--- src/rtl/regfile_dbg_pkg.sv ---
// Shared types and sizes for the register-file debug port.
package regfile_dbg_pkg;

    localparam int unsigned REG_COUNT = 32;
    localparam int unsigned ADDR_W    = 5;
    localparam int unsigned DATA_W    = 32;

    typedef enum logic [1:0] {
        OpRead    = 2'b00,
        OpWrite   = 2'b01,
        OpDump    = 2'b10,
        OpIllegal = 2'b11
    } op_e;

    typedef enum logic [1:0] {
        StIdle   = 2'b00,
        StAccess = 2'b01,
        StResp   = 2'b10
    } state_e;

endpackage

--- src/rtl/regfile_dbg_mux.sv ---
// Steers register-file ports between the core and the debug engine.
module regfile_dbg_mux
    import regfile_dbg_pkg::*;
(
    input  logic              dbg_sel_i,
    input  logic              wrt_kill_i,
    input  logic [ADDR_W-1:0] core_rd_addr1_i,
    input  logic [ADDR_W-1:0] core_rd_addr2_i,
    input  logic [ADDR_W-1:0] core_wrt_addr_i,
    input  logic              core_wrt_en_i,
    input  logic [DATA_W-1:0] core_wrt_data_i,
    input  logic [ADDR_W-1:0] dbg_rd_addr1_i,
    input  logic [ADDR_W-1:0] dbg_wrt_addr_i,
    input  logic              dbg_wrt_en_i,
    input  logic [DATA_W-1:0] dbg_wrt_data_i,
    output logic [ADDR_W-1:0] rg_rd_addr1_o,
    output logic [ADDR_W-1:0] rg_rd_addr2_o,
    output logic [ADDR_W-1:0] rg_wrt_addr_o,
    output logic              rg_wrt_en_o,
    output logic [DATA_W-1:0] rg_wrt_data_o
);

    always_comb begin
        rg_rd_addr2_o = core_rd_addr2_i;
        if (dbg_sel_i) begin
            rg_rd_addr1_o = dbg_rd_addr1_i;
            rg_wrt_addr_o = dbg_wrt_addr_i;
            rg_wrt_en_o   = dbg_wrt_en_i;
            rg_wrt_data_o = dbg_wrt_data_i;
        end else begin
            rg_rd_addr1_o = core_rd_addr1_i;
            rg_wrt_addr_o = core_wrt_addr_i;
            rg_wrt_en_o   = core_wrt_en_i;
            rg_wrt_data_o = core_wrt_data_i;
        end
        // Reset must never let a half-finished command or a core write reach the file.
        if (wrt_kill_i) begin
            rg_wrt_en_o = 1'b0;
        end
    end

endmodule

--- src/rtl/regfile_dbg_port.sv ---
// Debug command/response engine that borrows the register file while stalling the core.
module regfile_dbg_port
    import regfile_dbg_pkg::*;
#(
    parameter bit PROTECT_X0 = 1'b1
) (
    input  logic              clk,
    input  logic              reset,
    input  logic              cmd_valid,
    output logic              cmd_ready,
    input  logic [1:0]        cmd_op,
    input  logic [ADDR_W-1:0] cmd_addr,
    input  logic [DATA_W-1:0] cmd_wdata,
    output logic              rsp_valid,
    input  logic              rsp_ready,
    output logic [ADDR_W-1:0] rsp_addr,
    output logic [DATA_W-1:0] rsp_data,
    output logic              rsp_last,
    output logic              rsp_err,
    output logic              core_stall,
    input  logic [ADDR_W-1:0] core_rd_addr1,
    input  logic [ADDR_W-1:0] core_rd_addr2,
    input  logic [ADDR_W-1:0] core_wrt_addr,
    input  logic              core_wrt_en,
    input  logic [DATA_W-1:0] core_wrt_data,
    output logic [ADDR_W-1:0] rg_rd_addr1,
    output logic [ADDR_W-1:0] rg_rd_addr2,
    output logic [ADDR_W-1:0] rg_wrt_addr,
    output logic              rg_wrt_en,
    output logic [DATA_W-1:0] rg_wrt_data,
    input  logic [DATA_W-1:0] rg_rd_data1
);

    localparam logic [ADDR_W-1:0] LastIdx = ADDR_W'(REG_COUNT - 1);

    state_e            state_q, state_d;
    op_e               op_q, op_d;
    logic [ADDR_W-1:0] addr_q, addr_d;
    logic [DATA_W-1:0] wdata_q, wdata_d;
    logic [ADDR_W-1:0] idx_q, idx_d;
    logic [DATA_W-1:0] rsp_data_q, rsp_data_d;
    logic [ADDR_W-1:0] rsp_addr_q, rsp_addr_d;
    logic              rsp_last_q, rsp_last_d;
    logic              rsp_err_q, rsp_err_d;
    logic              dbg_wrt_en;
    logic [ADDR_W-1:0] dbg_rd_addr1;

    always_comb begin
        state_d      = state_q;
        op_d         = op_q;
        addr_d       = addr_q;
        wdata_d      = wdata_q;
        idx_d        = idx_q;
        rsp_data_d   = rsp_data_q;
        rsp_addr_d   = rsp_addr_q;
        rsp_last_d   = rsp_last_q;
        rsp_err_d    = rsp_err_q;
        cmd_ready    = 1'b0;
        dbg_wrt_en   = 1'b0;
        dbg_rd_addr1 = (op_q == OpDump) ? idx_q : addr_q;

        unique case (state_q)
            StIdle: begin
                cmd_ready = 1'b1;
                if (cmd_valid) begin
                    op_d    = op_e'(cmd_op);
                    addr_d  = cmd_addr;
                    wdata_d = cmd_wdata;
                    idx_d   = '0;
                    state_d = StAccess;
                end
            end
            StAccess: begin
                state_d    = StResp;
                rsp_addr_d = addr_q;
                rsp_last_d = 1'b1;
                rsp_err_d  = 1'b0;
                unique case (op_q)
                    OpRead:  rsp_data_d = rg_rd_data1;
                    OpWrite: begin
                        dbg_wrt_en = !(PROTECT_X0 && (addr_q == '0));
                        rsp_data_d = wdata_q;
                    end
                    OpDump: begin
                        rsp_data_d = rg_rd_data1;
                        rsp_addr_d = idx_q;
                        rsp_last_d = (idx_q == LastIdx);
                    end
                    default: begin
                        rsp_data_d = '0;
                        rsp_err_d  = 1'b1;
                    end
                endcase
            end
            StResp: begin
                if (rsp_ready) begin
                    if (rsp_last_q) begin
                        state_d = StIdle;
                    end else begin
                        // rsp_last is set at LastIdx, so the index never wraps.
                        idx_d   = idx_q + 1'b1;
                        state_d = StAccess;
                    end
                end
            end
            default: state_d = StIdle;
        endcase
    end

    always_ff @(posedge clk) begin
        if (reset) begin
            state_q    <= StIdle;
            op_q       <= OpRead;
            addr_q     <= '0;
            wdata_q    <= '0;
            idx_q      <= '0;
            rsp_data_q <= '0;
            rsp_addr_q <= '0;
            rsp_last_q <= 1'b0;
            rsp_err_q  <= 1'b0;
        end else begin
            state_q    <= state_d;
            op_q       <= op_d;
            addr_q     <= addr_d;
            wdata_q    <= wdata_d;
            idx_q      <= idx_d;
            rsp_data_q <= rsp_data_d;
            rsp_addr_q <= rsp_addr_d;
            rsp_last_q <= rsp_last_d;
            rsp_err_q  <= rsp_err_d;
        end
    end

    assign rsp_valid  = (state_q == StResp);
    assign core_stall = (state_q != StIdle);
    assign rsp_data   = rsp_data_q;
    assign rsp_addr   = rsp_addr_q;
    assign rsp_last   = rsp_last_q;
    assign rsp_err    = rsp_err_q;

    regfile_dbg_mux u_mux (
        .dbg_sel_i       (core_stall),
        .wrt_kill_i      (reset),
        .core_rd_addr1_i (core_rd_addr1),
        .core_rd_addr2_i (core_rd_addr2),
        .core_wrt_addr_i (core_wrt_addr),
        .core_wrt_en_i   (core_wrt_en),
        .core_wrt_data_i (core_wrt_data),
        .dbg_rd_addr1_i  (dbg_rd_addr1),
        .dbg_wrt_addr_i  (addr_q),
        .dbg_wrt_en_i    (dbg_wrt_en),
        .dbg_wrt_data_i  (wdata_q),
        .rg_rd_addr1_o   (rg_rd_addr1),
        .rg_rd_addr2_o   (rg_rd_addr2),
        .rg_wrt_addr_o   (rg_wrt_addr),
        .rg_wrt_en_o     (rg_wrt_en),
        .rg_wrt_data_o   (rg_wrt_data)
    );

endmodule

--- config.mk ---
export PLATFORM = sky130hd
export DESIGN_NAME = regfile_dbg_port
export DESIGN_NICKNAME = d
export VERILOG_FILES = /design/src/rtl/regfile_dbg_pkg.sv /design/src/rtl/regfile_dbg_mux.sv /design/src/rtl/regfile_dbg_port.sv
export SDC_FILE = /design/constraint.sdc
export NUM_CORES = 1
export LEC_CHECK = 0
export BUFFER_PORTS_ARGS = -buffer_cell sky130_fd_sc_hd__buf_2
export CAP_MARGIN = 0
export CORE_MARGIN = 3
export CORE_UTILIZATION = 40
export CTS_CLUSTER_SIZE = 16
export DETAILED_ROUTE_END_ITERATION = 8
export PLACE_DENSITY = 0.75
export SKIP_LAST_GASP = 1
export SYNTH_ARGS = -nofsm -noshare
export SYNTH_HDL_FRONTEND = slang
export SYNTH_SLANG_ARGS = --single-unit
--- constraint.sdc ---
create_clock -name clk -period 1.4 [get_ports clk]
set_input_delay 0.35 -clock clk [delete_from_list [all_inputs] [get_ports clk]]
set_output_delay 0.35 -clock clk [all_outputs]
set_load 0.01 [all_outputs]
After elaboration in Yosys (flattened, before gate mapping)
Cells that the tools add are included.

Bits in registers: 85. Bits of input ports: 123. Output and inout port bits: 90.

Add/sub/neg operators: 1. Equal/unequal tests: 8. Multiplexer cells: 20. Reduce and logical (&&, ||, !) cells: 11.

Operators by type and width (count): $pmux 32 s2 (1); $mux 32 (1); $mux 5 (6); $pmux 5 s2 (1); $mux 1 (8); $pmux 2 s3 (1); $add 5x1->5 const B (1); $eq 5x5->1 const B (1); $logic_not 5->1 (1); $eq 2x1->1 const B (2); $eq 2x2->1 const B (2); $logic_not 2->1 (2); $mux 2 (2); $ne 2x2->1 const B (2); $reduce_and 2->1 (2); $reduce_and 4->1 (1); $reduce_bool 2->1 (2); $reduce_or 3->1 (1); $ne 2x1->1 const B (1); $reduce_or 2->1 (1); $logic_not 1->1 (1).

Logic depth before layout (Yosys ltp)
Gate-level depths: netlist (run 1).

Word-level depth: 6. Gate-level depth with buffers: 7. Depth with buffers taken out: 5.

By module
Synthesis (run 1) repeated with hierarchy kept, for this count alone.

Cells, all modules: 481. Area, all modules: 4255.3 µm².

By module, submodules not included: regfile_dbg_port (instances 1, cells an instance 427, area an instance 3493.4 µm², sequential area each 1701.6 µm²); regfile_dbg_mux (instances 1, cells an instance 54, area an instance 762.0 µm², sequential area each 0.0 µm²).

Worst setup path before layout (run 1)
OpenSTA, ideal clock, no wires.

Kind: register -> output. From: register state_q[1]. To: output port rg_wrt_en. Arrival: 1.143 ns. Required time: 1.050 ns. Setup slack: -0.093 ns. Stages on the path, launching flop included: 7. Path buffers: 2. Cell sequence: dfxtp_1 > or2_1 > buf_2 > inv_2 > buf_6 > nand2_1 > a21oi_1.

Longest elaborated chain between the ends: 4.

Ends and longest elaborated chain: start: declaration (RTL line regfile_dbg_port.sv:36) `state_e state_q, state_d;`; start signal: assignment (RTL line regfile_dbg_port.sv:112) `state_q <= StIdle;`; start signal: assignment (RTL line regfile_dbg_port.sv:122) `state_q <= state_d;`; $eq 2x1->1 (RTL line regfile_dbg_port.sv:62) `unique case (state_q)`; $mux 1 (RTL line regfile_dbg_port.sv:62); $mux 1 (*) (RTL line regfile_dbg_mux.sv:25) `if (dbg_sel_i) begin`; $mux 1 (*) (RTL line regfile_dbg_mux.sv:37) `if (wrt_kill_i) begin`; end: declaration (RTL line regfile_dbg_port.sv:29) `output logic rg_wrt_en,`.

Every way passes the cells marked *; elsewhere a longest branch is shown, timed or not.

Final worst setup path (run 1)
From: register state_q[0]. To: output port rg_wrt_data[10].

Longest elaborated chain between the ends: 2.

Ends and longest elaborated chain: $reduce_bool 2->1 (RTL line regfile_dbg_port.sv:135) `assign core_stall = (state_q != StIdle);`; $mux 32 (RTL line regfile_dbg_mux.sv:25); end: declaration (RTL line regfile_dbg_port.sv:30) `output logic [DATA_W-1:0] rg_wrt_data,`.

No other way between the ends.

==> results of run 1 <==
-- synthesized netlist by cell type --
cell,count
nand4bb_1,1
and4bb_1,1
buf_4,12
a311oi_1,2
or3b_1,1
or2_1,1
or2b_1,1
mux2i_1,5
o21ai_0,1
nand2_1,259
ha_1,2
and4bb_4,1
a211oi_1,2
nand3b_1,32
nor3b_2,1
nor2_1,11
dfxtp_1,85
a41oi_1,1
nand2b_1,4
nand3_1,5
buf_1,2
clkbuf_4,2
nor3_1,2
a31oi_1,32
a21oi_1,51
or4_1,1
nor2b_2,1
buf_6,14
buf_2,8
and3_1,1
inv_2,1
clkbuf_1,12
nor2b_1,2
a21oi_2,1
a211oi_2,3
-- power by group --
part,switching [mW],total (mW),internal (mW)
clock,0.877,1.78,0.907
sequential,0.163,2.73,2.56
combinational,1.22,2.44,1.22
total,2.26,6.95,4.69
-- what timing repair did --
action	in CTS	in global routing
resized for setup	81	244
gates cloned	7	12
pin swaps	20	105
setup endpoints to repair	123	114
setup buffers	15	14
-- worst max-delay path, delay by kind of cell, from the launching register on --
family | cells | cell delay, ns
buf+inv | 3 | 0.45
simple gates | 3 | 0.42
flops | 1 | 0.34
-- worst min path at each step --
| stage | startpoint | to | cells past startpoint |
|---|---|---|---|
| 2_1_floorplan | wdata_q[0]$_SDFFE_PP0P_ | wdata_q[0]$_SDFFE_PP0P_ | 2 |
| 5_1_grt | cmd_wdata[3] | wdata_q[3]$_SDFFE_PP0P_ | 3 |
| 4_1_cts | cmd_wdata[14] | wdata_q[14]$_SDFFE_PP0P_ | 3 |
| 3_5_place_dp | rsp_err$_SDFFE_PP0N_ | rsp_err$_SDFFE_PP0N_ | 2 |
| 3_3_place_gp | rsp_err$_SDFFE_PP0N_ | rsp_err$_SDFFE_PP0N_ | 2 |
| 6_report | cmd_wdata[27] | wdata_q[27]$_SDFFE_PP0P_ | 3 |
-- through the flow --
step | setup slack, ns | cell area [um2]
floorplan | -0.0423 | 4180
global placement | -0.156 | 5310
detailed placement | -0.177 | 5310
CTS | -0.497 | 6090
global route | -0.567 | 7370
finish | -0.520 | 7370
-- cells in the final DEF, fill, tap and decap left out, types with 7 or more instances in the layout --
master and n:
a21oi_1 12, a21oi_2 40, a31oi_1 28, buf_12 17, buf_2 177, buf_4 28
buf_6 38, clkbuf_16 8, clkbuf_8 11, dfxtp_1 79, nand2_1 134, nand2_2 62
nand2_4 63, nand3b_1 32, nor2_1 7
-- registers in the layout, indices dropped and copies added (netlist names), 2 cells and up --
register,cells
rsp_data,32
rsp_addr,5
wdata_q,32
state_q,2
op_q,2
addr_q,5
idx_q,5
-- per-layer routing --
metal  track usage  part of all wire
met1         0.287              0.37
met2         0.423              0.52
met3        0.0480             0.074
met4         0.105             0.033
met5             0                 0
-- logic make-up after synthesis --
kind of cell               after synthesis  share of synthesized area
and+or+nand+nor                        325                      0.347
AOI/OAI and AO/OA                       93                      0.133
adders and majority gates                2                    0.00609
muxes                                    5                     0.0122
buffers and inverters                   51                     0.0874
DFF                                     85                      0.414
-- cell type report --
cell class                 instances  area share
timing repair buffer             277       0.307
multi-input combinational        425       0.410
clock buffer                      11      0.0205
tap                              133      0.0226
clock inverter                     4     0.00645
sequential                        85       0.232
inverter                           1     0.00153
==> out/qor.csv, run 1 <==
stage,metric,value,unit
setup_path,RR Endpoint,op_q[0]$_SDFFE_PP0P_,
yosys,Post-Syn Instances,561,
setup_path,worst-path maximum fanout,5,
grt,GRT Util Overall,0.242,
clock_tree,# H-tree levels,3,
sta,share of the clock period used by the worst path,1.37,
setup_path,Critical Path End Type,output pin,
final_layout,Area Overhead vs Synth,79.4,%
power,worst vdd rail ir drop,524,uV
yosys,Synth area leaders,"dfxtp_1, nand2_1, a21oi_1",
routing,DRC errors left,0,
yosys,Syn. warnings,0,
sta,Fin. Hold Viols,0,
clock_tree,Max Buffers Root-to-Sink,2,
power,total power,6.95,mW
yosys,Yosys cell types,35,
sta,FMAX,0.521,GHz
setup_path,Arrival @ worst endpoint,1.57,ns
sta,Max Slew Vio Count,0,
sta,Final min period,1.92,ns
grt,initial antenna violation count,0,
worst_hold_path,worst hold path type,in2reg,
final_layout,Fillers,668,
placement,Placed Cells,878,
clock_tree,Worst-Skew Late Latency,0.35,ns
clock_tree,cts hold-fix bufs,0,
final_layout,register area,1710,um2
sta,RSZ-0062 raised after global routing,true,
setup_path,"most used cell, CP",nand2_2,
floorplan,starting density of the core,0.416,
setup_path,"Slowest-stage cell, CP",dfxtp_2,
floorplan,Die H,107,um
setup_path,max incr delay on CP,0.34,ns
clock_tree,TritonCTS buffer count,9,
placement,dpl hpwl,9500,um
sta,clk_skew,0.00761,ns
clock_tree,Clock Root Buffer,clkbuf_8,
routing,wire per inst,19.2,um
status,failing checks,negative setup slack,
setup_path,end point of the critical path,rg_wrt_data[10],
yosys,syn avg cell area,7.32,um2
sta,relative slew slack,0.682,
status,status,finished with violations,
setup_path,crit path from,state_q[0]$_SDFFE_PP0P_,
grt,number of global-route vias before repair,4617,
floorplan,DIE AREA,11500,um2
routing,post-route ant nets,0,
clock_tree,clock sinks,85,
power,P_leak,3.45,nW
yosys,Post-Synthesis Cell Area,4110,um2
routing,drt via density,5.46,
routing,DRT Pass-1 Iters,5,
power,pwr dens,944,nW/um2
yosys,area share of the largest cell type after synthesis,0.414,
yosys,cell taking the most area after synthesis,dfxtp_1,
placement,Placer Congestion,0.838,
floorplan,chip width,107,um
final_layout,share of layout cells above drive strength 1,0.621,
grt,first-pass GRT wire length,22000,um
sta,Worst Tran Pin Value,0.477,ns
yosys,"Seq/Total Area, Yosys",0.414,
sta,# setup viols final,131,
final_layout,"non-filler cells, final",936,
final_layout,number of diodes,0,
setup_path,CP Cell Sequence,"or2_4, buf_12, clkbuf_16, nand2_2, nand2_2, buf_6",
grt,largest net degree at the start of global routing,36,
yosys,Post-Syn Nets,686,
setup_path,CP Data Required Time,1.05,ns
setup_path,kind of critical path,reg2out,
setup_path,Register-to-Register Path Depth,9,
job,maxcap violations,0,
final_layout,fin nets,924,
setup_path,startpoint type of the worst setup path,flip-flop,
sta,final hold slack,0.235,ns
clock_tree,Worst-path clk slew,0.08,ns
final_layout,footprint of the multi-input gates,3020,um2
yosys,register bit total from synthesis,85,
sta,Setup TNS,-41.14,ns
placement,# port buffers,202,
routing,Via Count,5107,
final_layout,final core occ,0.747,
clock_tree,TritonCTS clock tree,built,
sta,Final WS setup,-0.520,ns
setup_path,flop-to-flop setup slack,-0.38,ns
floorplan,FP Rows,36,
floorplan,core area,9860,um2
routing,DRT Wirelength,17900,um
setup_path,reg2reg start,state_q[0]$_SDFFE_PP0P_,
routing,Initial DRC Count,255,
grt,GR Overflow Total,0,
floorplan,Ports,213,
(Power assumes the default switching activity.)
==> run 2, diff against run 1 <==
==> constraint.sdc (replaced) <==
create_clock -name clk -period 1.5 [get_ports clk]
set_input_delay 0.375 -clock clk [delete_from_list [all_inputs] [get_ports clk]]
set_output_delay 0.375 -clock clk [all_outputs]
set_load 0.01 [all_outputs]
==> run 2 against run 1 <==
  * The flow still finishes with violations (negative setup slack)
  * Hold slack gained 0.026 ns
  * Worst setup slack gained 0.067 ns
  * Non-clock buffer count shrank 31
  * Via count shrank 8.1%
  * Largest power group unchanged
  * Cell count shrank 3.2%
  * Sequential share of layout area grew 4.3 points
  * Die area is the same
  * Combinational power shrank 30%
  * Clock power grew 13%
  * Final area shrank 16%
==> out/qor.csv, run 2 (same netlist as run 1, synthesis figures left out) <==
stage,metric,value,unit,change
status,status,finished with violations,,
status,failing checks,negative setup slack,,
worst_hold_path,worst hold path type,in2reg,,
placement,Area after DPL,5260,um2,-1.0%
sta,Setup TNS,-17.61,ns,+23.52 ns
routing,DRT Wirelength,14400,um,-20%
grt,number of global-route vias before repair,4327,,-6.3%
power,pwr dens,1010,nW/um2,+6.7%
floorplan,core area,9860,um2,unchanged
grt,GRT Util Overall,0.229,,-0.0129
grt,largest net degree at the start of global routing,39,,+8.3%
power,combinational share of power,0.275,,-0.076
setup_path,kind of critical path,reg2out,,
power,sw power,1.77,mW,-22%
sta,Final WS setup,-0.452,ns,+0.0673 ns
final_layout,Area Overhead vs Synth,50.7,%,
power,worst vdd rail ir drop,596,uV,+14%
clock_tree,TritonCTS buffer count,9,,unchanged
sta,share of the clock period used by the worst path,1.30,,
placement,dpl hpwl,9280,um,-2.4%
grt,first-pass GRT wire length,21000,um,-4.6%
floorplan,DIE AREA,11500,um2,unchanged
setup_path,Arrival @ worst endpoint,1.58,ns,about the same
power,total power,6.23,mW,-10%
clock_tree,Worst-path clk slew,0.08,ns,about the same
setup_path,Critical Path End Type,output pin,,
clock_tree,# H-tree levels,3,,unchanged
floorplan,starting density of the core,0.416,,unchanged
clock_tree,TritonCTS clock tree,built,,
sta,Max Slew Vio Count,0,,unchanged
setup_path,startpoint type of the worst setup path,flip-flop,,
sta,Final min period,1.95,ns,
floorplan,FP Rows,36,,unchanged
routing,DRC errors left,0,,unchanged
sta,# setup viols final,45,,-66%
routing,wire per inst,15.9,um,-17%
final_layout,design area,6190,um2,-16%
sta,relative slew slack,0.790,,+0.108
sta,Fin. Hold Viols,0,,unchanged
sta,Worst Tran Pin Value,0.306,ns,-0.171 ns
routing,DRT Pass-1 Iters,4,,-1
setup_path,CP Data Required Time,1.12,ns,+0.07 ns
sta,FMAX,0.512,GHz,
power,Int Power,4.46,mW,-4.9%
final_layout,"most common cell after layout, fill and taps aside",nand2_1,,
grt,GR Overflow Total,0,,unchanged
final_layout,fin nets,893,,-3.4%
power,Clock Power Share,0.324,,+0.067
sta,RSZ-0062 raised after global routing,true,,
setup_path,worst-path maximum fanout,8,,+3
power,sw frac,0.284,,-0.0413
final_layout,share of layout cells above drive strength 1,0.432,,-0.189
clock_tree,Clock Root Buffer,clkbuf_8,,
routing,Initial DRC Count,274,,+7.5%
setup_path,flop-to-flop setup slack,0.08,ns,+0.46 ns
power,P_leak,2.96,nW,-14%
power,Flop pwr share,0.402,,+0.010
clock_tree,Worst-Skew Late Latency,0.35,ns,about the same
clock_tree,clock sinks,85,,unchanged
grt,initial antenna violation count,0,,unchanged
final_layout,"commonest cells after routing, fill and taps aside","nand2_1, buf_2, dfxtp_1",,
routing,Via Count,4694,,-8.1%
floorplan,Die H,107,um,unchanged
sta,final hold slack,0.261,ns,+0.0259 ns
routing,drt via density,5.18,,-5.0%
placement,# port buffers,202,,unchanged
placement,Placer Congestion,0.807,,-3.7%
final_layout,final core occ,0.628,,-0.119
routing,post-route ant nets,0,,unchanged
floorplan,Ports,213,,unchanged
clock_tree,cts hold-fix bufs,0,,unchanged
floorplan,chip width,107,um,unchanged
clock_tree,Max Buffers Root-to-Sink,2,,unchanged
final_layout,number of diodes,0,,unchanged
sta,clk_skew,0.00793,ns,+0.000325 ns
job,maxcap violations,0,,unchanged
final_layout,Fillers,843,,+26%
run 2: cell types whose count changed in the layout (fill, tap and decap cells not counted), sizes merged:
cell      change
buf          -26
bufinv        +2
clkbuf        -3
clkinv        -2
clkinvlp      -1
run 2: metal layers:
metal  wire, um  GRT usage
met1       5800      0.282
met2       7390      0.401
met3       1050     0.0336
met4        143     0.0902
met5          0          0
run 2: final timing paths:
kind	startpoint	to	cells past startpoint
worst max-delay path	state_q[0]$_SDFFE_PP0P_	rg_rd_addr1[1]	6
worst min-delay path	cmd_op[0]	op_q[0]$_SDFFE_PP0P_	3
worst min register to register	rsp_err$_SDFFE_PP0N_	rsp_err$_SDFFE_PP0N_	2
worst max register to register	state_q[1]$_SDFFE_PP0P_	rsp_data[29]$_SDFFE_PP0N_	5
run 2: power groups by stage:
stage          sequential (mW)  combinational (mW)  clock (mW)
2_1_floorplan             2.55               0.725           0
3_3_place_gp              2.53                1.26           0
3_5_place_dp              2.53                1.28           0
4_1_cts                   2.49                1.53        2.06
5_1_grt                   2.52                1.84        2.14
6_report                  2.50                1.71        2.02
run 2: what timing repair did:
item | in CTS | in global routing
buffers inserted | 5 | 1
setup endpoints to repair | 46 | 120
cloned | 5 | 3
endpoints found under the hold margin | 0 | 0
gates resized for setup | 44 | 77
pin swaps | 4 | 43
run 2: final cells by class:
| class | instances | area (um2) | share of cell area |
|---|---|---|---|
| well taps | 133 | 166 | 0.0269 |
| inverters | 1 | 8.76 | 0.00141 |
| flip-flops and latches | 85 | 1710 | 0.276 |
| repair buffers | 246 | 1700 | 0.274 |
| clock buffers | 13 | 169 | 0.0273 |
| multi-input cells | 425 | 2350 | 0.380 |
| clock inverters | 3 | 90.1 | 0.0146 |
run 2: stage by stage:
stage / worst slack [ns] / std cells
after floorplan: 0.00213 / 561
after CTS: -0.449 / 903
after global placement: -0.0911 / 878
after detailed placement: -0.121 / 878
after global routing: -0.496 / 906
final: -0.452 / 906
run 2: critical path, cell delays in order, from the launching register on:
cell and delay (ns):
dfxtp_2 0.32, or2_4 0.28, buf_12 0.17, clkbuf_16 0.17
nor2_4 0.09, a21oi_2 0.04, buf_2 0.14
